<file path="config.mk">
export PLATFORM = sky130hd
export DESIGN_NAME = multi_sprite_line_engine
export DESIGN_NICKNAME = d
export VERILOG_FILES = /design/src/rtl/multi_sprite_line_engine_pkg.sv /design/src/rtl/multi_sprite_line_engine_slot.sv /design/src/rtl/multi_sprite_line_engine.sv
export SDC_FILE = /design/constraint.sdc
export NUM_CORES = 1
export LEC_CHECK = 0
export BUFFER_PORTS_ARGS = -buffer_cell sky130_fd_sc_hd__buf_2
export CAP_MARGIN = 20
export CORE_MARGIN = 5
export CORE_UTILIZATION = 60
export DETAILED_ROUTE_END_ITERATION = 16
export PLACE_DENSITY_LB_ADDON = 0.05
export SETUP_SLACK_MARGIN = 0.15
export SKIP_CTS_REPAIR_TIMING = 1
export SYNTH_ARGS = -nofsm -noshare
export SYNTH_HDL_FRONTEND = slang
export SYNTH_SLANG_ARGS = --single-unit
export TNS_END_PERCENT = 100
</file>
<file path="constraint.sdc">
create_clock -name clk -period 7.3 [get_ports clk]
set_input_delay 0.73 -clock clk [delete_from_list [all_inputs] [get_ports clk]]
set_output_delay 0.73 -clock clk [all_outputs]
set_load 0.01 [all_outputs]
</file>
<file path="src/rtl/multi_sprite_line_engine_pkg.sv">
// Shared types and helpers for the multi-sprite scanline renderer.
// Pure definitions: no latency, no flow control.
package multi_sprite_line_engine_pkg;

    localparam int MAX_SPRITES = 8;

    typedef logic [MAX_SPRITES-1:0] slot_vec_t;

    typedef enum logic [1:0] {
        ST_IDLE,
        ST_CHECK,
        ST_SETUP,
        ST_FETCH
    } fetch_state_t;

    function automatic logic [2:0] lowest_set(input slot_vec_t v);
        lowest_set = 3'd0;
        for (int i = MAX_SPRITES - 1; i >= 0; i--) begin
            if (v[i]) lowest_set = 3'(i);
        end
    endfunction

    function automatic logic multi_hot(input slot_vec_t v);
        return (v & (v - slot_vec_t'(1))) != '0;
    endfunction

endpackage

</file>
<file path="src/rtl/multi_sprite_line_engine_slot.sv">
// One sprite slot: line buffer, latched x/hmir, arm-and-count draw logic.
// Opaque output is combinational from hpos; no backpressure, draws one pixel per clk.
module sprite_line_slot #(
    parameter int SPR_W  = 16,
    parameter int BYTE_W = 1
) (
    input  logic              clk,
    input  logic              reset,
    input  logic [8:0]        hpos,
    input  logic              kill,
    input  logic              load,
    input  logic [7:0]        x_in,
    input  logic              hmir_in,
    input  logic              wr_en,
    input  logic [BYTE_W-1:0] wr_byte,
    input  logic [7:0]        wr_dat,
    input  logic              set_active,
    input  logic              clr_active,
    output logic              opaque
);

    localparam int CNT_W = $clog2(SPR_W);

    logic [SPR_W-1:0] line_buf;
    logic [7:0]       x_q;
    logic             hmir_q;
    logic             active_q;
    logic             drawing_q;
    logic [CNT_W-1:0] cnt_q;
    logic             arm;
    logic [CNT_W-1:0] cnt_cur;
    logic [CNT_W-1:0] pix;

    // The arming cycle itself shows pixel 0, so the counter starts at 1 after it.
    assign arm     = active_q && !drawing_q && (hpos == {1'b0, x_q});
    assign cnt_cur = drawing_q ? cnt_q : '0;
    assign pix     = hmir_q ? (CNT_W'(SPR_W - 1) - cnt_cur) : cnt_cur;
    assign opaque  = (arm || drawing_q) && line_buf[pix];

    always_ff @(posedge clk) begin
        if (!reset) begin
            line_buf  <= '0;
            x_q       <= '0;
            hmir_q    <= 1'b0;
            active_q  <= 1'b0;
            drawing_q <= 1'b0;
            cnt_q     <= '0;
        end else begin
            if (wr_en) line_buf[{wr_byte, 3'b000} +: 8] <= wr_dat;
            if (load) begin
                x_q    <= x_in;
                hmir_q <= hmir_in;
            end
            if (kill || clr_active) begin
                active_q  <= 1'b0;
                drawing_q <= 1'b0;
            end else begin
                if (set_active) active_q <= 1'b1;
                if (arm) begin
                    drawing_q <= 1'b1;
                    cnt_q     <= CNT_W'(1);
                end else if (drawing_q) begin
                    if (cnt_q == CNT_W'(SPR_W - 1)) begin
                        drawing_q <= 1'b0;
                        active_q  <= 1'b0;
                    end else begin
                        cnt_q <= cnt_q + CNT_W'(1);
                    end
                end
            end
        end
    end

endmodule

</file>
<file path="src/rtl/multi_sprite_line_engine.sv">
// Multi-sprite scanline engine: fetches next-line bitmaps at hsync, then draws with fixed priority.
// gfx/gfx_id one clk after hpos; ROM data used the clk after rom_addr; no backpressure (late fetch flags overrun).
module multi_sprite_line_engine
    import multi_sprite_line_engine_pkg::*;
#(
    parameter int NUM_SPRITES = 4,
    parameter int SPR_W       = 16,
    parameter int SPR_H       = 16,
    parameter int BMP_W       = 3,
    parameter int ROM_AW      = 8
) (
    input  logic                         clk,
    input  logic                         reset,
    input  logic [8:0]                   hpos,
    input  logic [8:0]                   vpos,
    input  logic                         hsync,
    input  logic                         vsync,
    input  logic [NUM_SPRITES-1:0]       spr_en,
    input  logic [8*NUM_SPRITES-1:0]     spr_x,
    input  logic [8*NUM_SPRITES-1:0]     spr_y,
    input  logic [BMP_W*NUM_SPRITES-1:0] spr_bmp,
    input  logic [NUM_SPRITES-1:0]       spr_hmir,
    input  logic [NUM_SPRITES-1:0]       spr_vmir,
    output logic [ROM_AW-1:0]            rom_addr,
    input  logic [7:0]                   rom_bits,
    output logic                         gfx,
    output logic [2:0]                   gfx_id,
    output logic [NUM_SPRITES-1:0]       collision,
    output logic                         overrun,
    output logic                         busy
);

    localparam int BYTES  = SPR_W / 8;
    localparam int BYTE_W = (BYTES > 1) ? $clog2(BYTES) : 1;
    localparam int ROW_W  = $clog2(SPR_H);
    localparam int ADDR_W = BMP_W + ROW_W + BYTE_W;

    fetch_state_t     state_q, state_d;
    logic             hsync_q, vsync_q, hs_rise, vs_rise;
    logic [8:0]       line_q, row;
    logic [2:0]       slot_q;
    logic [BYTE_W-1:0] byte_q;
    logic [ROW_W-1:0] row_q, row_sel;
    logic [BMP_W-1:0] bmp_q;
    logic             vmir_q;
    logic             cur_en, cur_hmir, cur_vmir;
    logic [7:0]       cur_x, cur_y;
    logic [BMP_W-1:0] cur_bmp;
    logic             hit, last_slot, last_byte;
    logic             ld_hit, miss, fetch_wr, fetch_done;
    logic [ADDR_W-1:0] addr_full;
    logic [NUM_SPRITES-1:0] opaque;
    slot_vec_t        opaque_all;

    assign hs_rise = hsync && !hsync_q;
    assign vs_rise = vsync && !vsync_q;
    assign busy    = (state_q != ST_IDLE);

    always_comb begin
        cur_en   = 1'b0;
        cur_hmir = 1'b0;
        cur_vmir = 1'b0;
        cur_x    = '0;
        cur_y    = '0;
        cur_bmp  = '0;
        for (int i = 0; i < NUM_SPRITES; i++) begin
            if (slot_q == 3'(i)) begin
                cur_en   = spr_en[i];
                cur_hmir = spr_hmir[i];
                cur_vmir = spr_vmir[i];
                cur_x    = spr_x[8*i +: 8];
                cur_y    = spr_y[8*i +: 8];
                cur_bmp  = spr_bmp[BMP_W*i +: BMP_W];
            end
        end
    end

    // 9-bit difference: sprites above the line wrap to large values and miss.
    assign row       = line_q - {1'b0, cur_y};
    assign hit       = cur_en && (row < 9'(SPR_H));
    assign last_slot = (slot_q == 3'(NUM_SPRITES - 1));
    assign last_byte = (byte_q == BYTE_W'(BYTES - 1));
    assign row_sel   = vmir_q ? ~row_q : row_q;
    assign addr_full = {bmp_q, row_sel, byte_q};

    always_comb begin
        state_d    = state_q;
        ld_hit     = 1'b0;
        miss       = 1'b0;
        fetch_wr   = 1'b0;
        fetch_done = 1'b0;
        case (state_q)
            ST_CHECK: begin
                if (hit) begin
                    ld_hit  = 1'b1;
                    state_d = ST_SETUP;
                end else begin
                    miss = 1'b1;
                    if (last_slot) state_d = ST_IDLE;
                end
            end
            ST_SETUP: state_d = ST_FETCH;
            ST_FETCH: begin
                fetch_wr = 1'b1;
                if (!last_byte) begin
                    state_d = ST_SETUP;
                end else begin
                    fetch_done = 1'b1;
                    state_d    = last_slot ? ST_IDLE : ST_CHECK;
                end
            end
            default: ;
        endcase
        if (hs_rise) begin
            state_d    = ST_CHECK;
            ld_hit     = 1'b0;
            miss       = 1'b0;
            fetch_wr   = 1'b0;
            fetch_done = 1'b0;
        end
    end

    always_ff @(posedge clk) begin
        if (!reset) begin
            state_q  <= ST_IDLE;
            hsync_q  <= 1'b0;
            vsync_q  <= 1'b0;
            line_q   <= '0;
            slot_q   <= '0;
            byte_q   <= '0;
            row_q    <= '0;
            bmp_q    <= '0;
            vmir_q   <= 1'b0;
            rom_addr <= '0;
            overrun  <= 1'b0;
        end else begin
            state_q <= state_d;
            hsync_q <= hsync;
            vsync_q <= vsync;
            if (hs_rise) begin
                line_q <= vpos + 9'd1;
                slot_q <= '0;
                byte_q <= '0;
                if (state_q != ST_IDLE) overrun <= 1'b1;
            end else begin
                if (ld_hit) begin
                    row_q  <= row[ROW_W-1:0];
                    bmp_q  <= cur_bmp;
                    vmir_q <= cur_vmir;
                    byte_q <= '0;
                end
                if (miss || fetch_done) slot_q <= slot_q + 3'd1;
                if (fetch_wr && !last_byte) byte_q <= byte_q + BYTE_W'(1);
                if (fetch_done) byte_q <= '0;
                if (state_q == ST_SETUP) rom_addr <= ROM_AW'(addr_full >> ((BYTES > 1) ? 0 : 1));
            end
        end
    end

    for (genvar g = 0; g < NUM_SPRITES; g++) begin : g_slot
        logic sel;
        assign sel = (slot_q == 3'(g));
        sprite_line_slot #(
            .SPR_W (SPR_W),
            .BYTE_W(BYTE_W)
        ) u_slot (
            .clk       (clk),
            .reset     (reset),
            .hpos      (hpos),
            .kill      (hs_rise),
            .load      (ld_hit && sel),
            .x_in      (cur_x),
            .hmir_in   (cur_hmir),
            .wr_en     (fetch_wr && sel),
            .wr_byte   (byte_q),
            .wr_dat    (rom_bits),
            .set_active(fetch_done && sel),
            .clr_active(miss && sel),
            .opaque    (opaque[g])
        );
    end

    assign opaque_all = slot_vec_t'(opaque);

    always_ff @(posedge clk) begin
        if (!reset) begin
            gfx       <= 1'b0;
            gfx_id    <= 3'd0;
            collision <= '0;
        end else begin
            gfx    <= |opaque;
            gfx_id <= lowest_set(opaque_all);
            if (vs_rise) collision <= '0;
            else if (multi_hot(opaque_all)) collision <= collision | opaque;
        end
    end

endmodule

</file>
==> flow_metrics.py, run 1 <==
metrics = {
    "pwr": {
        "powerDensity_nw_per_um2": 196,
        "peakVddDrop_uv": 181,
        "total_leakage_power_nw": 4.15,
        "totalPowerFinal_mw": 2.14,
    },
    "critical_path": {
        "endpoint_required_time_on_the_critical_path_ns": 7.65,
        "crit_path_start": "slot_q[0]",
        "data_arrival_time_of_the_critical_path_ns": 5.69,
        "startpoint_type": "flop",
        "r2r_slack_ns": 1.96,
        "crit_path_top_delay_cell": "sky130_fd_sc_hd__and4_1",
        "crit_path_max_incr_delay_ns": 0.74,
        "path_max_fanout": 19,
        "timing.setup.critical_path_class": "flop to flop",
        "worstReg2RegStart": "slot_q[0]",
        "critical_path.endpoint_type": "flop",
        "timing.critical_path.cells": "inv_1, ha_1, nand2_1, nor2_1, a221o_1, o21ai_0, o21ai_0, ha_1, inv_1, fa_1, nand3_1, nand2_1, a221o_1, a21o_1, xor2_1, and4_1, and2_4, mux2i_1",
        "cp_top_family": "simple AND/OR/NAND/NOR gates",
        "cp.buffers_inverters": 2,
    },
    "logic_synthesis": {
        "synth.yosys.seq_area_share": 0.340,
        "synth_fp_nets": 1328,
        "synth.distinct_cells": 82,
        "synth.avg_cell_area_sq_um": 8.16,
        "ys_ff_latch": 165,
        "synth-main-ff-cell": "sky130_fd_sc_hd__dfxtp_1",
        "synth_warnings": 0,
        "ys_async_sr_fraction": 0,
        "synth_enable_flop_cells": 0,
        "synthesis.area_sq_um": 9710,
        "synthesis.instances": 1190,
    },
    "grt": {
        "global_route_wire_length_before_repair_mm": 42.9,
        "largest_net_degree_at_the_start_of_global_routing": 103,
        "grtUsageTotal": 0.290,
        "initial_antenna_violation_count": 0,
        "first_global_vias": 8503,
        "globalRoute.totalOverflow": 0,
    },
    "route": {
        "pre_repair_dr_iteration_count": 5,
        "detail-route-antenna-nets": 0,
        "wl_per_cell_um": 17.9,
        "drt-initial-drc-count": 671,
        "vias": 8938,
        "routed_wirelength_mm": 26.8,
        "remaining_drc_errors": 0,
        "vias_per_cell": 5.99,
    },
    "sta": {
        "finalMaxSlewViolations": 0,
        "worst_slew_pin_slew_ns": 1.07,
        "slew-limit-headroom": 0.288,
        "maxClockFrequency_mhz": 187,
        "fin_skew_ns": 0.00939,
        "rsz0062_at_grt": "no",
        "fin_tns_setup_ns": 0,
        "timing_hold_violations_final": 0,
        "timing.final.crit_share": 0.732,
        "fin_worst_hold_slack_ns": 0.460,
        "setup_viol": 0,
        "min_period_ns": 5.34,
    },
    "finish": {
        "num-nets-final": 1402,
        "post-route-util": 0.689,
        "final_layout_size_suffix_gt1_frac": 0.170,
        "n_diodes": 0,
        "layout-area-overhead-vs-synth_pct": 12.7,
    },
    "die": {
        "die-width_um": 137,
        "num_io_pins": 136,
        "core-area_sq_um": 15900,
        "die_h_um": 137,
        "fp-row-count": 46,
        "initial_standard_cell_utilization_of_the_core": 0.611,
        "die-area_sq_um": 18800,
    },
    "clock_tree": {
        "htree_levels": 4,
        "cts_root_buf": "sky130_fd_sc_hd__clkbuf_16",
        "cts-buffers-inserted": 17,
        "clock-sinks": 165,
        "tritoncts": "built",
        "clockBufferDepth": 2,
        "clk-insertion-delay-late_ns": 0.43,
        "clkTransAtPathRegs_ns": 0.06,
    },
    "worst_hold_path": {
        "min-delay-start": "bmp_q[0]",
        "min_path_type": "flop to flop",
    },
    "place": {
        "gp_congestion": 0.887,
        "io_buffer_count": 134,
        "dpl_hpwl_mm": 19.8,
    },
    "run": {
        "cap_viol_max_count": 0,
    },
    "outcome": {
        "run_status": "finished clean",
    },
}
-- worst min-delay path: cells and delay by family (launching register included) --
family | cells | cell delay, ns
flip-flops | 1 | 0.31
AND/OR/NAND/NOR | 1 | 0.05
AO/OA/AOI/OAI | 1 | 0.05
-- area by class of cell --
| type | count | area (sq um) |
|---|---|---|
| Inverter | 24 | 91.3 |
| Sequential cell | 165 | 3300 |
| Fill cell | 1368 | 4940 |
| Clock buffer | 20 | 437 |
| Tap cell | 216 | 270 |
| Clock inverter | 12 | 203 |
| Timing Repair Buffer | 145 | 761 |
| Multi-Input combinational cell | 911 | 5880 |
-- per-stage QoR --
| step | instance area (sq um) | setup slack [ns] | cells |
|---|---|---|---|
| floorplan | 9710 | 3.13 | 1190 |
| global placement | 10300 | 2.16 | 1460 |
| detailed placement | 10300 | 2.03 | 1460 |
| CTS | 10900 | 1.99 | 1492 |
| global route | 10900 | 1.56 | 1493 |
| finish | 10900 | 1.96 | 1493 |
-- logic make-up after synthesis --
group           after synthesis  share of synthesized area
mux                          97                      0.107
fa+ha+maj                    20                     0.0265
other cells                   1                   0.000386
buf+inv                     114                     0.0550
compound gates              279                      0.195
simple gates                457                      0.225
xor+xnor                     57                     0.0514
flops                       165                      0.340
-- metal layers --
metal,global-route usage,vias to the layer above,part of all wire
met4,0.110,0,0.028
met5,0,-,0
met3,0.0581,56,0.060
met2,0.480,340,0.47
li1,-,4382,-
met1,0.373,4160,0.44
-- cell usage in the layout, fill, tap and decap left out, types with 6 or more instances in the layout --
master                      netlist  routed
sky130_fd_sc_hd__buf_4            7      10
sky130_fd_sc_hd__dfxtp_1        165     165
sky130_fd_sc_hd__nand3b_1         7       7
sky130_fd_sc_hd__a31oi_1          6       6
sky130_fd_sc_hd__o21ai_0         49      49
sky130_fd_sc_hd__mux2i_1         82      82
sky130_fd_sc_hd__a211oi_1        20      20
sky130_fd_sc_hd__nor3_1          19      19
sky130_fd_sc_hd__o211ai_1         8       8
sky130_fd_sc_hd__nor4_1          11      11
sky130_fd_sc_hd__and3b_1          6       6
sky130_fd_sc_hd__and2_1          15      15
sky130_fd_sc_hd__a311oi_1         9       9
sky130_fd_sc_hd__a221o_1          7       7
sky130_fd_sc_hd__and3_1           8       8
sky130_fd_sc_hd__nand4b_1         8       8
sky130_fd_sc_hd__xnor2_1         28      28
sky130_fd_sc_hd__inv_1           24      23
sky130_fd_sc_hd__a221oi_1        15      15
sky130_fd_sc_hd__nand3_1         29      29
sky130_fd_sc_hd__clkbuf_16        0      17
sky130_fd_sc_hd__nor2_1         160     160
sky130_fd_sc_hd__nor3b_1         15      15
sky130_fd_sc_hd__mux2_2          11      11
sky130_fd_sc_hd__ha_1            19      19
sky130_fd_sc_hd__nor2b_1         24      23
sky130_fd_sc_hd__nand2b_1        11      11
sky130_fd_sc_hd__nand2_1        120     120
sky130_fd_sc_hd__buf_2           15     134
sky130_fd_sc_hd__xor2_1          29      29
sky130_fd_sc_hd__a21oi_1         92      92
-- synth_stat cells, types with 6 or more instances --
cell type,n,share of area
sky130_fd_sc_hd__nand3_1,29,0.015
sky130_fd_sc_hd__clkbuf_1,57,0.022
sky130_fd_sc_hd__o21ai_0,49,0.025
sky130_fd_sc_hd__xor2_1,29,0.026
sky130_fd_sc_hd__nand3b_1,7,0.0054
sky130_fd_sc_hd__buf_4,7,0.0054
sky130_fd_sc_hd__nor3b_1,15,0.012
sky130_fd_sc_hd__a21oi_1,92,0.047
sky130_fd_sc_hd__nand2b_1,11,0.0071
sky130_fd_sc_hd__xnor2_1,28,0.025
sky130_fd_sc_hd__a31oi_1,6,0.0039
sky130_fd_sc_hd__o211ai_1,8,0.0062
sky130_fd_sc_hd__a221oi_1,15,0.014
sky130_fd_sc_hd__nor4_1,11,0.0071
sky130_fd_sc_hd__ha_1,19,0.024
sky130_fd_sc_hd__a211oi_1,20,0.015
sky130_fd_sc_hd__and3_1,8,0.0052
sky130_fd_sc_hd__mux2i_1,82,0.085
sky130_fd_sc_hd__and3b_1,6,0.0054
sky130_fd_sc_hd__nand2_1,120,0.046
sky130_fd_sc_hd__mux2_2,11,0.013
sky130_fd_sc_hd__nor3_1,19,0.0098
sky130_fd_sc_hd__buf_2,15,0.0077
sky130_fd_sc_hd__and2_1,15,0.0097
sky130_fd_sc_hd__a311oi_1,9,0.0081
sky130_fd_sc_hd__dfxtp_1,165,0.34
sky130_fd_sc_hd__inv_1,24,0.0093
sky130_fd_sc_hd__a221o_1,7,0.0072
sky130_fd_sc_hd__nor2_1,160,0.062
sky130_fd_sc_hd__nor2b_1,24,0.015
sky130_fd_sc_hd__nand4b_1,8,0.0072
-- where the power goes --
part | total [mW] | internal [mW] | leakage [nW] | switching [mW]
clock network | 0.980 | 0.608 | 0.309 | 0.372
registers | 0.912 | 0.906 | 1.33 | 0.00593
logic | 0.252 | 0.0997 | 2.51 | 0.152
-- flip-flops by register name (all words and copies together), names as in the netlist, 2 cells and up --
register,cells
collision,4
g_slot.u_slot.active_q,4
g_slot.u_slot.x_q,32
g_slot.u_slot.cnt_q,16
row_q,4
bmp_q,3
slot_q,3
g_slot.u_slot.line_buf,64
gfx_id,2
g_slot.u_slot.drawing_q,4
g_slot.u_slot.hmir_q,4
line_q,9
rom_addr,8
state_q,2
-- final timing paths --
check | endpoint | cells after the start
worst max-delay path | g_slot[0].u_slot.x_q[4] | 18
worst min register to register | bmp_q[0] | 2
worst min-delay path | bmp_q[0] | 2
worst max register to register | g_slot[0].u_slot.x_q[4] | 18
Note: power is estimated with default switching activity, not from simulation.
==> inputs of run 2 (changes only) <==
--- a/config.mk
+++ b/config.mk
@@ -5,10 +5,11 @@
 export SDC_FILE = /design/constraint.sdc
 export NUM_CORES = 1
 export LEC_CHECK = 0
+export ABC_AREA = 1
 export BUFFER_PORTS_ARGS = -buffer_cell sky130_fd_sc_hd__buf_2
 export CAP_MARGIN = 20
 export CORE_MARGIN = 5
-export CORE_UTILIZATION = 60
+export CORE_UTILIZATION = 58
 export DETAILED_ROUTE_END_ITERATION = 16
 export PLACE_DENSITY_LB_ADDON = 0.05
 export SETUP_SLACK_MARGIN = 0.15
==> constraint.sdc (replaced) <==
create_clock -name clk -period 5.2 [get_ports clk]
set_input_delay 0.52 -clock clk [delete_from_list [all_inputs] [get_ports clk]]
set_output_delay 0.52 -clock clk [all_outputs]
set_load 0.01 [all_outputs]
==> run 2 against run 1 <==
Net effect:
- setup slack got worse by 0.79 ns
- die area decreased by 2.1%
- clock skew shrank 0.00079 ns
- first-iteration DRC count grew 9.7%
- critical endpoint is now g_slot[1].u_slot.x_q[4]
- largest power group unchanged
- highest routed layer unchanged
==> flow_metrics.py, run 2 <==
metrics = {
    "grt": {
        "largest_net_degree_at_the_start_of_global_routing": 80,
        "initial_antenna_violation_count": 0,
        "global_route_wire_length_before_repair_mm": 41.5,
        "grtUsageTotal": 0.275,
        "globalRoute.totalOverflow": 0,
        "first_global_vias": 8537,
    },
    "logic_synthesis": {
        "synthesis.area_sq_um": 9180,
        "synth.distinct_cells": 48,
        "synth_warnings": 0,
        "synth_enable_flop_cells": 0,
        "synthesis.instances": 1382,
        "netlist_top_cells_area": "sky130_fd_sc_hd__dfxtp_1, sky130_fd_sc_hd__nand2_1, sky130_fd_sc_hd__nand3_1",
        "most_used_standard_cell_by_instance_count_after_synthesis": "sky130_fd_sc_hd__nand2_1",
        "synth-main-ff-cell": "sky130_fd_sc_hd__dfxtp_1",
        "post-synth-top-area-fraction": 0.360,
        "synth_top_cell_by_area": "sky130_fd_sc_hd__dfxtp_1",
        "synth_fp_nets": 1520,
        "synth.avg_cell_area_sq_um": 6.64,
        "ys_ff_latch": 165,
        "synth.yosys.seq_area_share": 0.360,
        "ys_async_sr_fraction": 0,
        "ys_top_cells_by_count": "sky130_fd_sc_hd__nand2_1, sky130_fd_sc_hd__nand3_1, sky130_fd_sc_hd__a21oi_1",
    },
    "place": {
        "dpl_hpwl_mm": 18.7,
        "io_buffer_count": 134,
        "post-place-cells": 1682,
        "postPlaceCellArea_sq_um": 9920,
        "gp_congestion": 0.920,
    },
    "critical_path": {
        "regToRegEndpoint": "g_slot[1].u_slot.x_q[4]",
        "reg2reg_path_depth": 24,
        "path_max_fanout": 21,
        "worstReg2RegStart": "slot_q[0]",
        "critical_path.endpoint_type": "flop",
        "endpoint_required_time_on_the_critical_path_ns": 5.49,
        "startpoint_type": "flop",
        "data_arrival_time_of_the_critical_path_ns": 4.32,
        "r2r_slack_ns": 1.17,
        "timing.setup.critical_path_class": "flop to flop",
    },
    "worst_hold_path": {
        "min_to": "vsync_q",
        "min-delay-start": "vsync",
        "min_path_type": "primary input to flop",
        "holdPathStages": 3,
    },
    "finish": {
        "finalNonFillerCells": 1714,
        "biggest_regs": "g_slot.u_slot.line_buf: 64 flops, g_slot.u_slot.x_q: 32 flops, g_slot.u_slot.cnt_q: 16 flops",
        "layout.cells.most_common": "sky130_fd_sc_hd__nand2_1",
        "max_flop_register": "g_slot.u_slot.line_buf",
        "largest_reg_flops": 64,
        "n_diodes": 0,
        "final.fill_count": 1425,
        "final_layout_size_suffix_gt1_frac": 0.136,
        "num-nets-final": 1623,
        "layout-area-overhead-vs-synth_pct": 15.4,
        "post-route-cell-area_sq_um": 10600,
        "most-common-layout-cells": "sky130_fd_sc_hd__nand2_1, sky130_fd_sc_hd__nand3_1, sky130_fd_sc_hd__a21oi_1, sky130_fd_sc_hd__dfxtp_1, sky130_fd_sc_hd__inv_1",
    },
    "pwr": {
        "seq_power_share": 0.428,
        "comb_power_share": 0.099,
        "peakVddDrop_uv": 229,
        "powerDensity_nw_per_um2": 282,
        "internal-power_mw": 2.24,
        "power_switching_mw": 0.740,
        "sw_frac_of_total": 0.248,
        "total_leakage_power_nw": 4.93,
        "power.share.clock": 0.473,
    },
    "run": {
        "cap_viol_max_count": 0,
    },
    "sta": {
        "finalMaxSlewViolations": 0,
        "timing_hold_violations_final": 0,
        "rsz0062_at_grt": "no",
        "maxClockFrequency_mhz": 248,
        "fin_skew_ns": 0.00860,
        "fin_tns_setup_ns": 0,
        "min_period_ns": 4.03,
        "setup_viol": 0,
        "slew-limit-headroom": 0.240,
        "worst_slew_pin_slew_ns": 1.13,
        "timing.final.crit_share": 0.775,
    },
    "die": {
        "die_h_um": 136,
        "num_io_pins": 136,
        "core-area_sq_um": 15700,
        "initial_standard_cell_utilization_of_the_core": 0.584,
        "die-width_um": 136,
        "die-area_sq_um": 18400,
        "fp-row-count": 46,
    },
    "clock_tree": {
        "clk-insertion-delay-late_ns": 0.42,
        "clkTransAtPathRegs_ns": 0.07,
        "clockBufferDepth": 2,
        "htree_levels": 4,
        "cts-buffers-inserted": 17,
        "cts_root_buf": "sky130_fd_sc_hd__clkbuf_16",
        "tritoncts": "built",
        "clock-sinks": 165,
    },
    "route": {
        "wl_per_cell_um": 14.6,
        "vias_per_cell": 5.48,
        "detail-route-antenna-nets": 0,
        "pre_repair_dr_iteration_count": 5,
        "remaining_drc_errors": 0,
        "routed_wirelength_mm": 25.1,
        "vias": 9393,
        "drt-initial-drc-count": 736,
    },
    "outcome": {
        "run_status": "finished clean",
    },
}
## run 2: worst max path at each step
stage	from	to	cells after the start
floorplan	slot_q[1]	g_slot[3].u_slot.hmir_q	24
global placement	slot_q[0]	g_slot[1].u_slot.x_q[7]	24
detailed placement	slot_q[0]	g_slot[1].u_slot.x_q[6]	24
CTS	slot_q[0]	g_slot[1].u_slot.x_q[6]	24
global route	slot_q[0]	g_slot[1].u_slot.x_q[1]	23
finish	slot_q[0]	g_slot[1].u_slot.x_q[4]	24
## run 2: final cells by class
cell class	count	area (sq um)	share of cell area
Tap cell	216	270	0.0255
Sequential cell	165	3300	0.312
Clock inverter	15	236	0.0223
Clock buffer	17	425	0.0402
Multi-Input combinational cell	1002	5020	0.475
Inverter	158	601	0.0567
Timing Repair Buffer	141	723	0.0683
## run 2: metal layers
| layer | global-route usage | part of all wire |
|---|---|---|
| met1 | 0.390 | 0.46 |
| met4 | 0.0834 | 0.020 |
| met2 | 0.437 | 0.46 |
| met5 | 0 | 0 |
| met3 | 0.0379 | 0.062 |
## run 2: logic make-up (layout without fill, tap and decap cells)
kind of cell / Yosys count / count (layout) / share of synthesized area
AO/OA/AOI/OAI: 261 / 261 / 0.152
XOR/XNOR: 44 / 44 / 0.0420
adder cells (fa/ha/maj): 20 / 20 / 0.0281
buffers and inverters: 215 / 331 / 0.0926
flip-flops: 165 / 165 / 0.360
other: 1 / 1 / 0.000409
AND/OR/NAND/NOR: 676 / 676 / 0.325
## run 2: worst max-delay path, stage by stage, from the launching register on
cell and delay, ns:
sky130_fd_sc_hd__dfxtp_1 0.33, sky130_fd_sc_hd__inv_1 0.11, sky130_fd_sc_hd__ha_1 0.15, sky130_fd_sc_hd__inv_1 0.04
sky130_fd_sc_hd__nor2_2 0.19, sky130_fd_sc_hd__inv_1 0.13, sky130_fd_sc_hd__nor2_1 0.12, sky130_fd_sc_hd__buf_4 0.25
sky130_fd_sc_hd__a221oi_1 0.10, sky130_fd_sc_hd__o21ai_0 0.19, sky130_fd_sc_hd__ha_1 0.17, sky130_fd_sc_hd__inv_1 0.05
sky130_fd_sc_hd__fa_1 0.42, sky130_fd_sc_hd__nand3_1 0.10, sky130_fd_sc_hd__nand3_1 0.14, sky130_fd_sc_hd__nand2_1 0.12
sky130_fd_sc_hd__nand2_1 0.05, sky130_fd_sc_hd__nor2_1 0.08, sky130_fd_sc_hd__nand2_1 0.07, sky130_fd_sc_hd__nor2_1 0.19
sky130_fd_sc_hd__nand3_4 0.18, sky130_fd_sc_hd__inv_6 0.16, sky130_fd_sc_hd__nand3_2 0.20, sky130_fd_sc_hd__clkinv_1 0.27
sky130_fd_sc_hd__a21oi_1 0.09
## run 2: power groups by stage
stage          Clock (mW)  Sequential [mW]  Combinational (mW)
6_report             1.41             1.28               0.294
5_1_grt              1.48             1.28               0.327
4_1_cts              1.43             1.28               0.291
3_5_place_dp            0             1.31               0.286
3_3_place_gp            0             1.31               0.286
2_1_floorplan           0             1.30               0.179
## run 2: stage by stage
stage	worst slack (ns)	hold WS (ns)	total power [mW]	utilization
finish	1.17	0.293	2.98	0.674
global route	0.652	0.328	3.09	0.674
CTS	1.18	0.283	2.99	0.674
detailed placement	1.32	0.445	1.59	0.631
global placement	1.46	0.432	1.59	0.631
floorplan	1.62	0.430	1.48	-
